## src/rtl/if_stage.sv

```systemverilog
// ---------------------------------------------------------------------------
// if_stage -- instruction-fetch stage of the 5-stage pipeline.
//
// Holds the program counter and fetches from a variable-latency instruction
// memory over a req/ready handshake. Applies branch redirects from EXE and
// freezes from the hazard unit, and presents PC (fetched address + 4) and
// Instruction to the IF/ID register. A NOP bubble (all zero) is presented
// whenever no instruction is available.
//
// Parameters:
//   RESET_PC        PC value loaded on reset
//
// Ports:
//   clk             pipeline clock, rising edge
//   rst             asynchronous reset, active low
//   freeze          hazard-unit stall; IF/ID holds this cycle
//   branch_taken    redirect request from EXE (highest priority)
//   branch_addr     redirect target
//   imem_req        fetch request to instruction memory
//   imem_addr       fetch address, stable while imem_req=1 and imem_ready=0
//   imem_ready      read data valid this cycle (may rise with imem_req)
//   imem_rdata      instruction word
//   fetch_valid     PC/Instruction carry a real instruction this cycle
//   PC              fetched address + 4 when valid, else 0
//   Instruction     fetched word when valid, else 0
//
// Optional build macro IF_STAGE_PERF_EN adds:
//   perf_fetch_cnt  cycles with fetch_valid=1 and freeze=0 (wrapping)
//   perf_stall_cnt  cycles with imem_req=1 and imem_ready=0 (wrapping)
// ---------------------------------------------------------------------------
module if_stage #(
    parameter logic [31:0] RESET_PC = 32'h0000_0000
) (
    input  logic        clk,
    input  logic        rst,
    input  logic        freeze,
    input  logic        branch_taken,
    input  logic [31:0] branch_addr,
    output logic        imem_req,
    output logic [31:0] imem_addr,
    input  logic        imem_ready,
    input  logic [31:0] imem_rdata,
    output logic        fetch_valid,
    output logic [31:0] PC,
`ifdef IF_STAGE_PERF_EN
    output logic [31:0] Instruction,
    output logic [31:0] perf_fetch_cnt,
    output logic [31:0] perf_stall_cnt
`else
    output logic [31:0] Instruction
`endif
);

    typedef enum logic [1:0] {
        FETCH = 2'd0,
        HOLD  = 2'd1,
        DRAIN = 2'd2
    } state_t;

    state_t      state, state_nxt;
    logic [31:0] pc_reg, pc_nxt;
    logic [31:0] hold_instr, hold_nxt;
    logic [31:0] drain_addr, drain_nxt;

    logic        req_c;
    logic [31:0] addr_c;
    logic        valid_c;
    logic [31:0] pc_out_c;
    logic [31:0] instr_c;

    // NOTE: sequential state uses non-blocking assignments so every register
    // samples the pre-edge values; the combinational block below uses
    // blocking assignments because it describes wires, not storage.
    always_ff @(posedge clk or negedge rst) begin
        if (!rst) begin
            state      <= FETCH;
            pc_reg     <= RESET_PC;
            hold_instr <= '0;
            drain_addr <= '0;
        end else begin
            state      <= state_nxt;
            pc_reg     <= pc_nxt;
            hold_instr <= hold_nxt;
            drain_addr <= drain_nxt;
        end
    end

    // NOTE: every signal driven here gets a default first, so no path through
    // the case statement can leave one unassigned and infer a latch.
    always_comb begin
        state_nxt = state;
        pc_nxt    = pc_reg;
        hold_nxt  = hold_instr;
        drain_nxt = drain_addr;
        req_c     = 1'b0;
        addr_c    = '0;
        valid_c   = 1'b0;
        pc_out_c  = '0;
        instr_c   = '0;

        unique case (state)
            FETCH: begin
                req_c  = 1'b1;
                addr_c = pc_reg;
                if (branch_taken) begin
                    pc_nxt = branch_addr;
                    // Request still in flight to the old PC: its response
                    // must be swallowed before the new fetch can go out.
                    if (!imem_ready) begin
                        drain_nxt = pc_reg;
                        state_nxt = DRAIN;
                    end
                end else if (imem_ready) begin
                    valid_c  = 1'b1;
                    pc_out_c = pc_reg + 32'd4;
                    instr_c  = imem_rdata;
                    if (freeze) begin
                        // Memory will not repeat the word, so park it.
                        hold_nxt  = imem_rdata;
                        state_nxt = HOLD;
                    end else begin
                        pc_nxt = pc_reg + 32'd4;
                    end
                end
            end

            HOLD: begin
                if (branch_taken) begin
                    pc_nxt    = branch_addr;
                    state_nxt = FETCH;
                end else begin
                    valid_c  = 1'b1;
                    pc_out_c = pc_reg + 32'd4;
                    instr_c  = hold_instr;
                    if (!freeze) begin
                        pc_nxt    = pc_reg + 32'd4;
                        state_nxt = FETCH;
                    end
                end
            end

            DRAIN: begin
                // Keep the stale address on the bus until it completes so the
                // handshake never sees the address move under a pending req.
                req_c  = 1'b1;
                addr_c = drain_addr;
                if (branch_taken) begin
                    pc_nxt = branch_addr;
                end else if (imem_ready) begin
                    state_nxt = FETCH;
                end
            end

            default: begin
                state_nxt = FETCH;
            end
        endcase
    end

    // Outputs are forced to zero while reset is held, independent of state.
    assign imem_req    = rst & req_c;
    assign imem_addr   = rst ? addr_c   : 32'd0;
    assign fetch_valid = rst & valid_c;
    assign PC          = rst ? pc_out_c : 32'd0;
    assign Instruction = rst ? instr_c  : 32'd0;

`ifdef IF_STAGE_PERF_EN
    always_ff @(posedge clk or negedge rst) begin
        if (!rst) begin
            perf_fetch_cnt <= '0;
            perf_stall_cnt <= '0;
        end else begin
            if (fetch_valid && !freeze)
                perf_fetch_cnt <= perf_fetch_cnt + 32'd1;
            if (imem_req && !imem_ready)
                perf_stall_cnt <= perf_stall_cnt + 32'd1;
        end
    end
`endif

endmodule

```

## config.mk

```make
export PLATFORM = sky130hd
export DESIGN_NAME = if_stage
export DESIGN_NICKNAME = d
export VERILOG_FILES = /design/src/rtl/if_stage.sv
export SDC_FILE = /design/constraint.sdc
export NUM_CORES = 1
export LEC_CHECK = 0
export BUFFER_PORTS_ARGS = -buffer_cell sky130_fd_sc_hd__buf_2
export CORE_MARGIN = 1
export CORE_UTILIZATION = 59
export CTS_BUF_LIST = sky130_fd_sc_hd__clkbuf_4 sky130_fd_sc_hd__clkbuf_8
export DETAILED_ROUTE_END_ITERATION = 16
export GPL_TIMING_DRIVEN = 0
export PLACE_DENSITY_LB_ADDON = 0.25
export SLEW_MARGIN = 20
export SYNTH_ARGS = -nofsm -noshare
export SYNTH_HDL_FRONTEND = slang
export SYNTH_SLANG_ARGS = --single-unit
```

## constraint.sdc

```tcl
create_clock -name clk -period 6.6 [get_ports clk]
set_input_delay 1.32 -clock clk [delete_from_list [all_inputs] [get_ports clk]]
set_output_delay 1.32 -clock clk [all_outputs]
set_load 0.03 [all_outputs]
```

== Yosys cells after proc, flatten, opt, wreduce, memory -nomap -nowiden ==
Cells that the tools add are included.
Cells by class
  $add $sub $neg: 1
  equal/unequal tests: 9
  multiplexer cells: 32
  bitwise gates (word level): 4
  reductions and logical operators: 7
Operators with widths (number)
  32-bit 2-to-1 mux: 14
  32-bit case mux with 2 select lines: 3
  32-bit case mux with 3 select lines: 1
  32-bit by 3-bit adder with 32-bit output (second input constant): 1
  2-bit 2-to-1 mux: 8
  3-bit inequality test (second input constant): 4
  2-bit inequality test (second input constant): 3
  2-bit case mux with 3 select lines: 1
  3-bit AND reduction: 2
  6-bit AND reduction: 1
  1-bit 2-to-1 mux: 4
  4-bit AND reduction: 1
  3-bit nonzero test: 1
  1-bit AND: 2
  2-bit by 1-bit == test with 1-bit output (second input constant): 1
  2-bit == test (second input constant): 1
  2-bit zero test: 1
  1-bit NOT: 2
  1-bit case mux with 2 select lines: 1
  2-bit OR reduction: 1
Word-level totals
  register bits after elaboration: 98
  bits of input ports: 69
  output and inout bits: 98
  logic and storage cells: 57

== Depth between registers and ports, before layout ==
  word-level depth: 5
  mapped depth: 7
  depth with buffers taken out: 6

== Worst setup path before layout ==
Ideal clock, no wire load.
  kind: input to output
  from: input port branch_taken
  to: output port PC[11]
  arrival time: 2.940 ns
  data required time: 5.280 ns
  slack: 2.340 ns
  stages: 7
  path buffers: 3
  cells stage by stage: buf_2 > nor4b_4 > nor2_1 > or2_1 > buf_2 > buf_2 > nor2_1
On the way
  word-level cells in the longest chain between the ends: 3
  elaborated cells on any way between the ends: 4
  those cells by class: mux: 4
RTL lines
  start: declaration: line 37  | input logic branch_taken,
  32-bit 2-to-1 mux (on tied branches): line 128, 105
  32-bit case mux with 2 select lines *: line 101  | unique case (state)
  32-bit 2-to-1 mux *: line 164  | assign PC = rst ? pc_out_c : 32'd0;
  end: declaration: line 44  | output logic [31:0] PC,
Mark *: on every way between the ends. The rest lies on a longest branch, timed or not.

== Final worst setup path ==
  from: input port rst
  to: output port PC[19]
On the way
  word-level cells in the longest chain between the ends: 1
RTL lines
  start: declaration: line 35  | input logic rst,
  32-bit 2-to-1 mux: line 164
No other way between the ends.

==> impl_summary.log <==
[metrics] result of the run: complete, no violations
[metrics] number of optimization iterations in the first detailed-route pass: 8
[metrics] maximum number of pins on one net before global-route repair: 54
[metrics] Avg Cell Area, Syn: around 9.3 um2
[metrics] total congestion overflow: 0
[metrics] Max transition margin: 0.513
[metrics] end of the critical path: PC[19]
[metrics] Final period util: 0.717
[metrics] diode count: 0
[metrics] maximum buffer depth of the clock tree: 2
[metrics] io pins: about 170
[metrics] cell class contributing the biggest share of worst-path delay: buffers and inverters
[metrics] Max Cap Violations: 0
[metrics] full die area: ~11,000 um2
[metrics] biggest fanout along the worst timing path: 53
[metrics] area inside the core boundary: 9770 um2
[metrics] Detailed Route WL: 16.2 mm
[metrics] post-synth top area cell: dfrtp_1
[metrics] Leakage: around 3.4 nW
[metrics] R2R Setup Slk: between 4 and 5 ns
[metrics] CTS Sinks: 98
[metrics] count of input and output buffers: between 150 and 200
[metrics] buffer and inverter count on the worst path: 6
[metrics] maximum cell stage delay along the critical path: 0.36 ns
[metrics] FILL cells: around 760
[metrics] area fraction of the dominant cell type after synthesis: 0.411
[metrics] Setup Skew: 0.0106 ns
[metrics] CTS H-tree lvls: 3
[metrics] number of stages on the worst setup path: 9
[metrics] total of hold buffers inserted after clock tree synthesis: 0
[metrics] cell with the most instances after synthesis: nor2_1
[metrics] Worst setup SP type: input port
[metrics] Cell Pwr Density: 297 nW/um2
[metrics] number of routed nets with antenna violations: 0
[metrics] warnings from Yosys: 0
[metrics] endpoint of the worst register-to-register path: pc_reg[24]
[metrics] cells after synthesis: around 640
[metrics] wire length of the first global-routing pass: 25.0 mm
[metrics] buffer type at the clock tree root: clkbuf_8
[metrics] Crit. Startpoint: rst
[metrics] CP Capture Type: output port
[metrics] Seq. cell area: between 2000 and 2500 um2
[metrics] layout cell share with drive strength beyond 1: 0.318
[metrics] path type of the worst min-delay path: flop to flop
[metrics] post-CTS setup buffer count: 0
[metrics] average vias per placed instance: a little under 6
[metrics] Highest Clock Rate: 0.211 GHz
[metrics] net count after synthesis: between 700 and 800
[metrics] post-route total power: between 2 and 2.5 mW
[metrics] total negative slack for setup checks: 0 ns
[metrics] count of cells along the worst register-to-register path: 7
[metrics] Slew @ Worst Pin: ~0.73 ns
[metrics] worst path cell trace: buf_6 > buf_16 > nand2b_1 > clkbuf_1 > or2_1 > buf_2 > buf_2 > nor2_1 > buf_2
[metrics] via count of the first global-routing pass: around 5,300
[metrics] ys flop type: dfrtp_1
[metrics] cell with the most instances on the worst path: buf_2
[metrics] Routability Congestion: ~0.95
[metrics] area grow syn2layout: 20.7%
[metrics] minimum clock period: 4.73 ns
[metrics] area of the mapped netlist: between 5000 and 6000 um2
[metrics] hpwl dp: around 12 mm
[metrics] Commonest cells post-synth: nor2_1 (111), dfrtp_1 (98), a22oi_1 (38)
[metrics] setup repair after global routing missed its margin: false
[metrics] Async S/R FF share, synth: 1.00
[metrics] footprint of the multi-input gates: between 3000 and 4000 um2
[metrics] total track usage: 0.314
[metrics] clock tree from TritonCTS: built
[metrics] Synth Register Bits: between 90 and 100
[metrics] most area-consuming cells after synthesis: dfrtp_1 (41%), nor2_1 (7.0%), mux2_2 (6.4%)
[metrics] die width: ~100 um
[metrics] worst setup path class: input port to output port
[metrics] Clock transition at path regs: 0.09 ns
[metrics] Crit path required time: approximately 5.3 ns
[metrics] insertion delay of the later-clocked pin in the worst-skew pair: 0.38 ns
[metrics] number of vias in the routed layout: 5,594
[metrics] Synth cell types: 53
[metrics] start of the worst register-to-register path: pc_reg[2]
[metrics] Post-route DRC: 0
[metrics] number of antenna violations at the first check in global routing: 1
[metrics] net count reported at finish: a little under 900
[metrics] sequential area share after synthesis: 0.411
[metrics] Fin. Hold Viols: 0
[metrics] number of resized instances in the post-cts repair step: 0
[metrics] EDFF count, synth: 0
[metrics] starting utilization of the core area: 0.610
[metrics] cell with the biggest individual delay on the critical path: buf_6
[metrics] Final Max Tran Viols: 0
[metrics] Worst IR Drop VDD: approximately 0.14 mV
[metrics] number of placement rows: 36
[metrics] die height: 103 um
[metrics] count of routing violations after the opening detailed-route iteration: ~350
[metrics] setup violators final: 0
[metrics] total CTS buffers: 9
[metrics] average wire per standard cell: 17.0 um
[metrics] arrival time worst endpoint: between 3 and 4 ns
-- cell families after synthesis --
kind of cell	synth area share
AO/OA/AOI/OAI	0.121
XOR/XNOR	0.0396
adder cells (fa/ha/maj)	0.00210
buffers and inverters	0.0510
flip-flops	0.411
multiplexers	0.180
AND/OR/NAND/NOR	0.195
-- layer usage --
layer  vias to the layer above  track usage  wire [um]  share of wire
met3                        38       0.0881       1510          0.093
met5                         -            0         13        0.00080
li1                       2602            -          -              -
met2                       285        0.530       7910           0.49
met4                         2        0.127        398          0.025
met1                      2667        0.378       6370           0.39
-- power by group --
group,leakage [nW],internal (mW),switching (mW)
combinational,2.14,0.326,0.485
sequential,1.17,0.799,0.113
clock,0.110,0.201,0.215
total,3.41,1.33,0.813
-- layout by cell type, fill, tap and decap left out, types with 7 or more instances in the layout --
cell        n
a21oi_1    19
a22oi_1    38
and3_1      8
buf_2     194
clkbuf_1   32
clkbuf_8   11
dfrtp_1    98
mux2_1     32
mux2_2     34
mux2i_1    33
nand2_1    34
nand3_1    36
nand4_1    10
nor2_1    111
o21ai_0    11
o22ai_1     7
xnor2_1    12
xor2_1     15
-- stage by stage --
step                      cell area, um2  utilization  worst slack, ns  cells  hold WS, ns
after global placement              6960        0.712            0.844    937        0.468
after global routing                7200        0.736             1.66    954        0.519
after CTS                           7200        0.736             1.83    954        0.501
after detailed placement            6990        0.715             1.83    938        0.479
final                               7200        0.736             1.87    954        0.499
after floorplan                     5960            -             2.34    639        0.458
-- worst min-delay path by stage --
stage	start	end	slack, ns	cells past startpoint
6_report	hold_instr[23]	hold_instr[23]	0.50	1
5_1_grt	hold_instr[0]	hold_instr[0]	0.52	1
4_1_cts	drain_addr[5]	drain_addr[5]	0.50	1
3_5_place_dp	drain_addr[5]	drain_addr[5]	0.48	1
3_3_place_gp	drain_addr[5]	drain_addr[5]	0.47	1
2_1_floorplan	drain_addr[2]	drain_addr[2]	0.46	1
-- layout make-up --
cell class              instances  share of cell area
inverters                       7             0.00365
well taps                     133              0.0231
clock inverters                 4             0.00678
plain buffers                  64              0.0386
repair buffers                166               0.119
flip-flops and latches         98               0.341
multi-input cells             470               0.446
clock buffers                  12              0.0221
-- worst register-to-register path: cells and delay by family, from the launching register on --
kind / cells / cell delay (ns)
AO/OA/AOI/OAI: 1 / 0.27
flip-flops: 1 / 0.59
adder cells (fa/ha/maj): 1 / 0.32
AND/OR/NAND/NOR: 4 / 0.82
buffers and inverters: 1 / 0.26
Note: power is estimated with default switching activity, not from simulation.
